===== src/rtl/uart_pkg.sv =====
// rtl/uart_pkg.sv - shared UART constants, FSM encoding and frame-length helper
package uart_pkg;

    localparam int PARITY_NONE = 0;
    localparam int PARITY_EVEN = 1;
    localparam int PARITY_ODD  = 2;

    typedef enum logic [2:0] {
        ST_IDLE,
        ST_START,
        ST_DATA,
        ST_PAR,
        ST_STOP
    } state_e;

    // Clock cycles occupied by one complete frame on the line.
    function automatic int frame_cycles(input int cnt_max, input int data_bits,
                                        input int parity, input int stop_bits);
        return (cnt_max + 1) * (1 + data_bits + ((parity != PARITY_NONE) ? 1 : 0) + stop_bits);
    endfunction

endpackage


===== src/rtl/sync_fifo.sv =====
// rtl/sync_fifo.sv - single-clock FIFO with push/pop and full/empty flags
module sync_fifo #(
    parameter int WIDTH = 8,
    parameter int DEPTH = 4
) (
    input  logic             clk,
    input  logic             rst_n,
    input  logic             push,
    input  logic [WIDTH-1:0] wdata,
    input  logic             pop,
    output logic [WIDTH-1:0] rdata,
    output logic             full,
    output logic             empty
);

    localparam int AW = $clog2(DEPTH);

    logic [WIDTH-1:0] mem_q [DEPTH];
    logic [AW:0]      wr_ptr_q, wr_ptr_d;
    logic [AW:0]      rd_ptr_q, rd_ptr_d;
    logic             do_push, do_pop;

    // Extra pointer MSB distinguishes full from empty when the indices match.
    assign full    = (wr_ptr_q[AW] != rd_ptr_q[AW]) && (wr_ptr_q[AW-1:0] == rd_ptr_q[AW-1:0]);
    assign empty   = (wr_ptr_q == rd_ptr_q);
    assign do_push = push && !full;
    assign do_pop  = pop && !empty;
    assign rdata   = mem_q[rd_ptr_q[AW-1:0]];

    // Advance pointers on accepted operations only.
    always_comb begin
        wr_ptr_d = wr_ptr_q + {{AW{1'b0}}, do_push};
        rd_ptr_d = rd_ptr_q + {{AW{1'b0}}, do_pop};
    end

    // Pointer registers; reset flushes the contents.
    always_ff @(posedge clk) begin
        if (!rst_n) begin
            wr_ptr_q <= '0;
            rd_ptr_q <= '0;
        end else begin
            wr_ptr_q <= wr_ptr_d;
            rd_ptr_q <= rd_ptr_d;
        end
    end

    // Storage array, written at the write pointer.
    always_ff @(posedge clk) begin
        if (do_push) begin
            mem_q[wr_ptr_q[AW-1:0]] <= wdata;
        end
    end

endmodule


===== src/rtl/uart_tx_fifo.sv =====
// rtl/uart_tx_fifo.sv - FIFO-fed UART transmitter with configurable frame format
module uart_tx_fifo
    import uart_pkg::*;
#(
    parameter int FREQ      = 50_000_000,
    parameter int RATE      = 115_200,
    parameter int DATA_BITS = 8,
    parameter int PARITY    = 0,
    parameter int STOP_BITS = 1,
    parameter int DEPTH     = 4
) (
    input  logic                 clk,
    input  logic                 rst_n,
    input  logic [DATA_BITS-1:0] i_data,
    input  logic                 i_valid,
    output logic                 o_ready,
    output logic                 o_tx,
    output logic                 o_busy
);

    localparam int CNT_MAX = FREQ / RATE - 1;
    localparam int CW      = (CNT_MAX > 0) ? $clog2(CNT_MAX + 1) : 1;
    localparam int IW      = $clog2(DATA_BITS + 1);

    if (DATA_BITS < 5 || DATA_BITS > 9) begin : g_bad_data_bits
        $error("uart_tx_fifo: DATA_BITS must be 5..9");
    end
    if (PARITY < PARITY_NONE || PARITY > PARITY_ODD) begin : g_bad_parity
        $error("uart_tx_fifo: PARITY must be 0, 1 or 2");
    end
    if (STOP_BITS < 1 || STOP_BITS > 2) begin : g_bad_stop_bits
        $error("uart_tx_fifo: STOP_BITS must be 1 or 2");
    end
    if (DEPTH < 2 || (DEPTH & (DEPTH - 1)) != 0) begin : g_bad_depth
        $error("uart_tx_fifo: DEPTH must be a power of two, at least 2");
    end

    logic [DATA_BITS-1:0] fifo_rdata;
    logic                 fifo_full, fifo_empty, pop;

    state_e               state_q, state_d;
    logic [CW-1:0]        cnt_q, cnt_d;
    logic [IW-1:0]        idx_q, idx_d;
    logic [DATA_BITS-1:0] shift_q, shift_d;
    logic                 par_q, par_d;
    logic                 tx_q, tx_d;
    logic                 bit_end, load;

    sync_fifo #(
        .WIDTH (DATA_BITS),
        .DEPTH (DEPTH)
    ) u_fifo (
        .clk   (clk),
        .rst_n (rst_n),
        .push  (i_valid),
        .wdata (i_data),
        .pop   (pop),
        .rdata (fifo_rdata),
        .full  (fifo_full),
        .empty (fifo_empty)
    );

    assign o_ready = !fifo_full;
    assign o_tx    = tx_q;
    assign o_busy  = !fifo_empty || (state_q != ST_IDLE);
    assign bit_end = (cnt_q == CW'(CNT_MAX));

    // Next-state logic: bit timing, shifting and frame sequencing.
    always_comb begin
        state_d = state_q;
        cnt_d   = cnt_q;
        idx_d   = idx_q;
        shift_d = shift_q;
        par_d   = par_q;
        tx_d    = tx_q;
        load    = 1'b0;
        pop     = 1'b0;

        if (state_q != ST_IDLE) begin
            cnt_d = bit_end ? '0 : cnt_q + 1'b1;
        end

        case (state_q)
            ST_IDLE: begin
                if (!fifo_empty) begin
                    load = 1'b1;
                end
            end
            ST_START: begin
                if (bit_end) begin
                    state_d = ST_DATA;
                    tx_d    = shift_q[0];
                    shift_d = shift_q >> 1;
                    idx_d   = '0;
                end
            end
            ST_DATA: begin
                if (bit_end) begin
                    if (idx_q == IW'(DATA_BITS - 1)) begin
                        idx_d = '0;
                        if (PARITY != PARITY_NONE) begin
                            state_d = ST_PAR;
                            tx_d    = par_q;
                        end else begin
                            state_d = ST_STOP;
                            tx_d    = 1'b1;
                        end
                    end else begin
                        idx_d   = idx_q + 1'b1;
                        tx_d    = shift_q[0];
                        shift_d = shift_q >> 1;
                    end
                end
            end
            ST_PAR: begin
                if (bit_end) begin
                    state_d = ST_STOP;
                    tx_d    = 1'b1;
                    idx_d   = '0;
                end
            end
            ST_STOP: begin
                if (bit_end) begin
                    if (idx_q == IW'(STOP_BITS - 1)) begin
                        if (!fifo_empty) begin
                            load = 1'b1;
                        end else begin
                            state_d = ST_IDLE;
                            tx_d    = 1'b1;
                            idx_d   = '0;
                        end
                    end else begin
                        idx_d = idx_q + 1'b1;
                    end
                end
            end
            default: begin
                state_d = ST_IDLE;
                tx_d    = 1'b1;
            end
        endcase

        // Starting a frame: pop the head word and latch its parity now.
        if (load) begin
            pop     = 1'b1;
            state_d = ST_START;
            tx_d    = 1'b0;
            cnt_d   = '0;
            idx_d   = '0;
            shift_d = fifo_rdata;
            par_d   = (^fifo_rdata) ^ (PARITY == PARITY_ODD);
        end
    end

    // State and registered line output; reset forces the line idle.
    always_ff @(posedge clk) begin
        if (!rst_n) begin
            state_q <= ST_IDLE;
            cnt_q   <= '0;
            idx_q   <= '0;
            shift_q <= '0;
            par_q   <= 1'b0;
            tx_q    <= 1'b1;
        end else begin
            state_q <= state_d;
            cnt_q   <= cnt_d;
            idx_q   <= idx_d;
            shift_q <= shift_d;
            par_q   <= par_d;
            tx_q    <= tx_d;
        end
    end

endmodule

===== config.mk =====
export PLATFORM = sky130hd
export DESIGN_NAME = uart_tx_fifo
export DESIGN_NICKNAME = d
export VERILOG_FILES = /design/src/rtl/uart_pkg.sv /design/src/rtl/sync_fifo.sv /design/src/rtl/uart_tx_fifo.sv
export SDC_FILE = /design/constraint.sdc
export NUM_CORES = 1
export LEC_CHECK = 0
export CAP_MARGIN = 10
export CORE_MARGIN = 2
export CORE_UTILIZATION = 50
export CTS_CLUSTER_DIAMETER = 200
export DETAILED_ROUTE_END_ITERATION = 10
export PLACE_DENSITY = 0.68
export SLEW_MARGIN = 20
export SYNTH_ARGS = -nofsm -noshare
export SYNTH_HDL_FRONTEND = slang
export SYNTH_SLANG_ARGS = --single-unit

===== constraint.sdc =====
create_clock -name clk -period 2.25 [get_ports clk]
set_input_delay 0.45 -clock clk [delete_from_list [all_inputs] [get_ports clk]]
set_output_delay 0.45 -clock clk [all_outputs]
set_load 0.01 [all_outputs]

==> out/results.txt <==
CTS tree - yes
WL final - 4.87 mm
fmax - 485 MHz
Setup TNS - 0 ns
Sw Share - 30.4%
combinational power share - 25.7%
PortBufs - 13
Pre-antenna DRT Iters - 4
TritonCTS buffer count - 9
leading register cell type out of synthesis - edfxtp_1
Post-synth EDFFs - 32
WL/cell - 14.4 um
clock slew at reported path FFs - 0.07 ns
Net Switching - 1.00 mW
ant diodes - 0
Slowest-stage cell, CP - dfxtp_1
Via Count - 1827
starting density of the core - 51.7%
FP Rows - 27
crit start category - flop
post-synth top area cell - edfxtp_1
fillers - 477
Yosys reg bits - 63
synth warn - 0
top-area cell type share of the netlist area - 33.9%
die width - 79.3 um
cell count of the worst hold path - 2
Worst Setup SP - u_fifo.rd_ptr_q[2]
hold_sp - shift_q[7]
Reg2Reg Capture Point - u_fifo.rd_ptr_q[1]
CTS max path bufs - 2
Final HPWL DP - 3.42 mm
worst r2r src - cnt_q[1]
worst reg2reg setup slack - 0.26 ns
GRT overflow - 0
Pwr Density - 984 nW/um^2
1st-iter DRT viols - 69
Final Hold Viols - 0
fin crit share - 91.7%
CTS hold repair buffers - 0
Critical Path Max Stage Delay - 0.35 ns
register area share after synthesis - 55.9%
Worst Reg2Reg Path Length in Cells - 9
final hold slack - 0.483 ns
die area - 6280 um^2
Post-Layout Cell Count - 338
Rel. slew slack - 62.5%
worst-margin pin slew - 0.560 ns
Synth area leaders - edfxtp_1, dfxtp_1, mux4_2, ha_1, xor2_1
antenna-violating nets left - 0
RSZ-0062 raised after global routing - false
H-tree levels - 3
Post-Syn Area per Cell - 12.2 um^2
multi-input logic area - 1190 um^2
Leakage - 1.24 nW
vias in the first global route - 1762
placed insts - 322
register area - 1580 um^2
drt drc - 0
Async S/R FF share, synth - 0%
CTS sink cnt - 63
Mapped Nets - 251
Slew Viols, Final - 0
antenna violations before repair - 0
Hold EP - shift_q[7]
Req. time, crit path - 1.80 ns
largest net degree at the start of global routing - 17
clock share of power - 30.5%
Place WS - 0.240 ns
post-route setup slack - 0.187 ns
Power Internal - 2.30 mW
Max-Cap Viols - 0
status - completed
crit path kind - reg -> out
CP Cell Sequence - xor2_2 -> nor3_1 -> buf_4 -> nand2_1 -> dlygate4sd2_1
Syn Inst Count - 232
Via density - 5.41
Seq pwr share - 43.8%
P&R area growth vs syn - 18.4%
die height - 79.3 um
Distinct cells, synth - 48
crit end category - output port
hold crit path type - reg -> reg
total track usage - 17.6%
maximum vdd drop - 0.554 mV
clock root buffer - clkbuf_8
Post-layout nets - 280
Clock Skews - 0.00629 ns
Worst EP arrival - 1.61 ns
minimum clock period - 2.06 ns
Crit Path Max Fanout - 4
clk_lat worst skew - 0.34 ns
Synth Cell Area - 2830 um^2
layout cells sized above 1 - 20.7%
first-pass GRT wire length - 8.27 mm
GP Congestion - 0.814
CORE AREA - 5470 um^2
Ports - 14
final setup fails - 0
[per-layer routing]
metal | wire length (um) | vias up | track usage [%] | share of wire (%)
met1 | 2230 | 868 | 21.8 | 46
li1 | - | 925 | - | -
met3 | 197 | 7 | 5.80 | 4.0
met5 | 0 | - | 0 | 0
met2 | 2360 | 27 | 28.3 | 49
met4 | 77 | 0 | 7.41 | 1.6
[synth_stat cells (2+ instances only)]
library cell  count
edfxtp_1         32
dfxtp_1          31
nor2_1           15
nand2_1          11
a21oi_1          10
o21ai_0           9
xor2_1            9
ha_1              8
mux4_2            8
and2_1            7
clkbuf_1          7
nand3_1           7
inv_1             6
mux2i_1           6
nor3_1            4
nor3b_1           4
o31ai_1           4
xnor2_1           4
a211oi_1          3
buf_2             3
nand2b_1          3
nand3b_1          3
nor2b_1           3
a211o_1           2
a21boi_0          2
a31oi_1           2
and3_1            2
and3_2            2
nand4_1           2
nand4b_1          2
o221ai_1          2
or4_1             2
or4b_1            2
[per-stage QoR]
| stage | util (%) | power, mW | cell area (um^2) |
|---|---|---|---|
| floorplan | - | 2.05 | 2830 |
| global placement | 57.0 | 2.31 | 3120 |
| detailed placement | 57.0 | 2.32 | 3120 |
| CTS | 61.2 | 3.33 | 3350 |
| global route | 61.2 | 3.50 | 3350 |
| finish | 61.2 | 3.30 | 3350 |
[layout by cell type, fill, tap and decap left out, types with 7 or more instances in the layout]
cell type         n
ha_1              8
mux4_2            8
a21oi_1          10
edfxtp_1         32
nor2_1           15
buf_4            17
clkbuf_8          9
nand3_1           7
o21ai_0           9
nand2_1          11
clkdlybuf4s50_1  12
dfxtp_1          29
and2_1            7
[how the worst max path moves through the flow]
stage	to
floorplan	u_fifo.mem_q[2][0]
global placement	u_fifo.rd_ptr_q[1]
detailed placement	u_fifo.rd_ptr_q[1]
finish	o_busy
CTS	o_busy
global route	u_fifo.rd_ptr_q[2]
[power by group through the flow]
| stage | combinational (mW) | clock, mW | sequential [mW] |
|---|---|---|---|
| final | 0.847 | 1.01 | 1.45 |
| after global routing | 0.955 | 1.08 | 1.47 |
| after CTS | 0.855 | 1.03 | 1.45 |
| after detailed placement | 0.856 | 0 | 1.47 |
| after global placement | 0.848 | 0 | 1.46 |
| after floorplan | 0.611 | 0 | 1.44 |
[critical path, delay by kind of cell, from the launching register on]
family / cells / cell delay [ns]
buffers and inverters: 2 / 0.46
flip-flops: 1 / 0.35
AND/OR/NAND/NOR: 2 / 0.28
XOR/XNOR: 1 / 0.19
[layout make-up]
cell class	count	area share (%)
inverters	6	0.672
multi-input cells	151	35.6
repair buffers	30	7.65
flip-flops and latches	63	47.3
clock inverters	7	2.39
well taps	72	2.69
clock buffers	9	3.70
[logic make-up (layout without fill, tap and decap cells)]
logic type,Yosys count,after routing,synth area share (%)
AOI/OAI and AO/OA,37,37,8.40
xor gates and xnor gates,13,13,4.02
adders and majority gates,8,8,3.54
buffers and inverters,18,52,2.92
DFF,63,63,55.9
muxes,14,14,8.48
and+or+nand+nor,79,79,16.8
[flip-flops by register name, indices dropped and copies added (netlist names)]
name	cells
cnt_q	9
idx_q	4
o_tx	1
shift_q	8
state_q	3
u_fifo.mem_q	32
u_fifo.rd_ptr_q	3
u_fifo.wr_ptr_q	3
[timing repair]
action | CTS | global route
pin swaps | 1 | 0
setup endpoints to repair | 1 | 2
buffers inserted | 0 | 0
resized for setup | 6 | 1
Note: power is estimated with default switching activity, not from simulation.
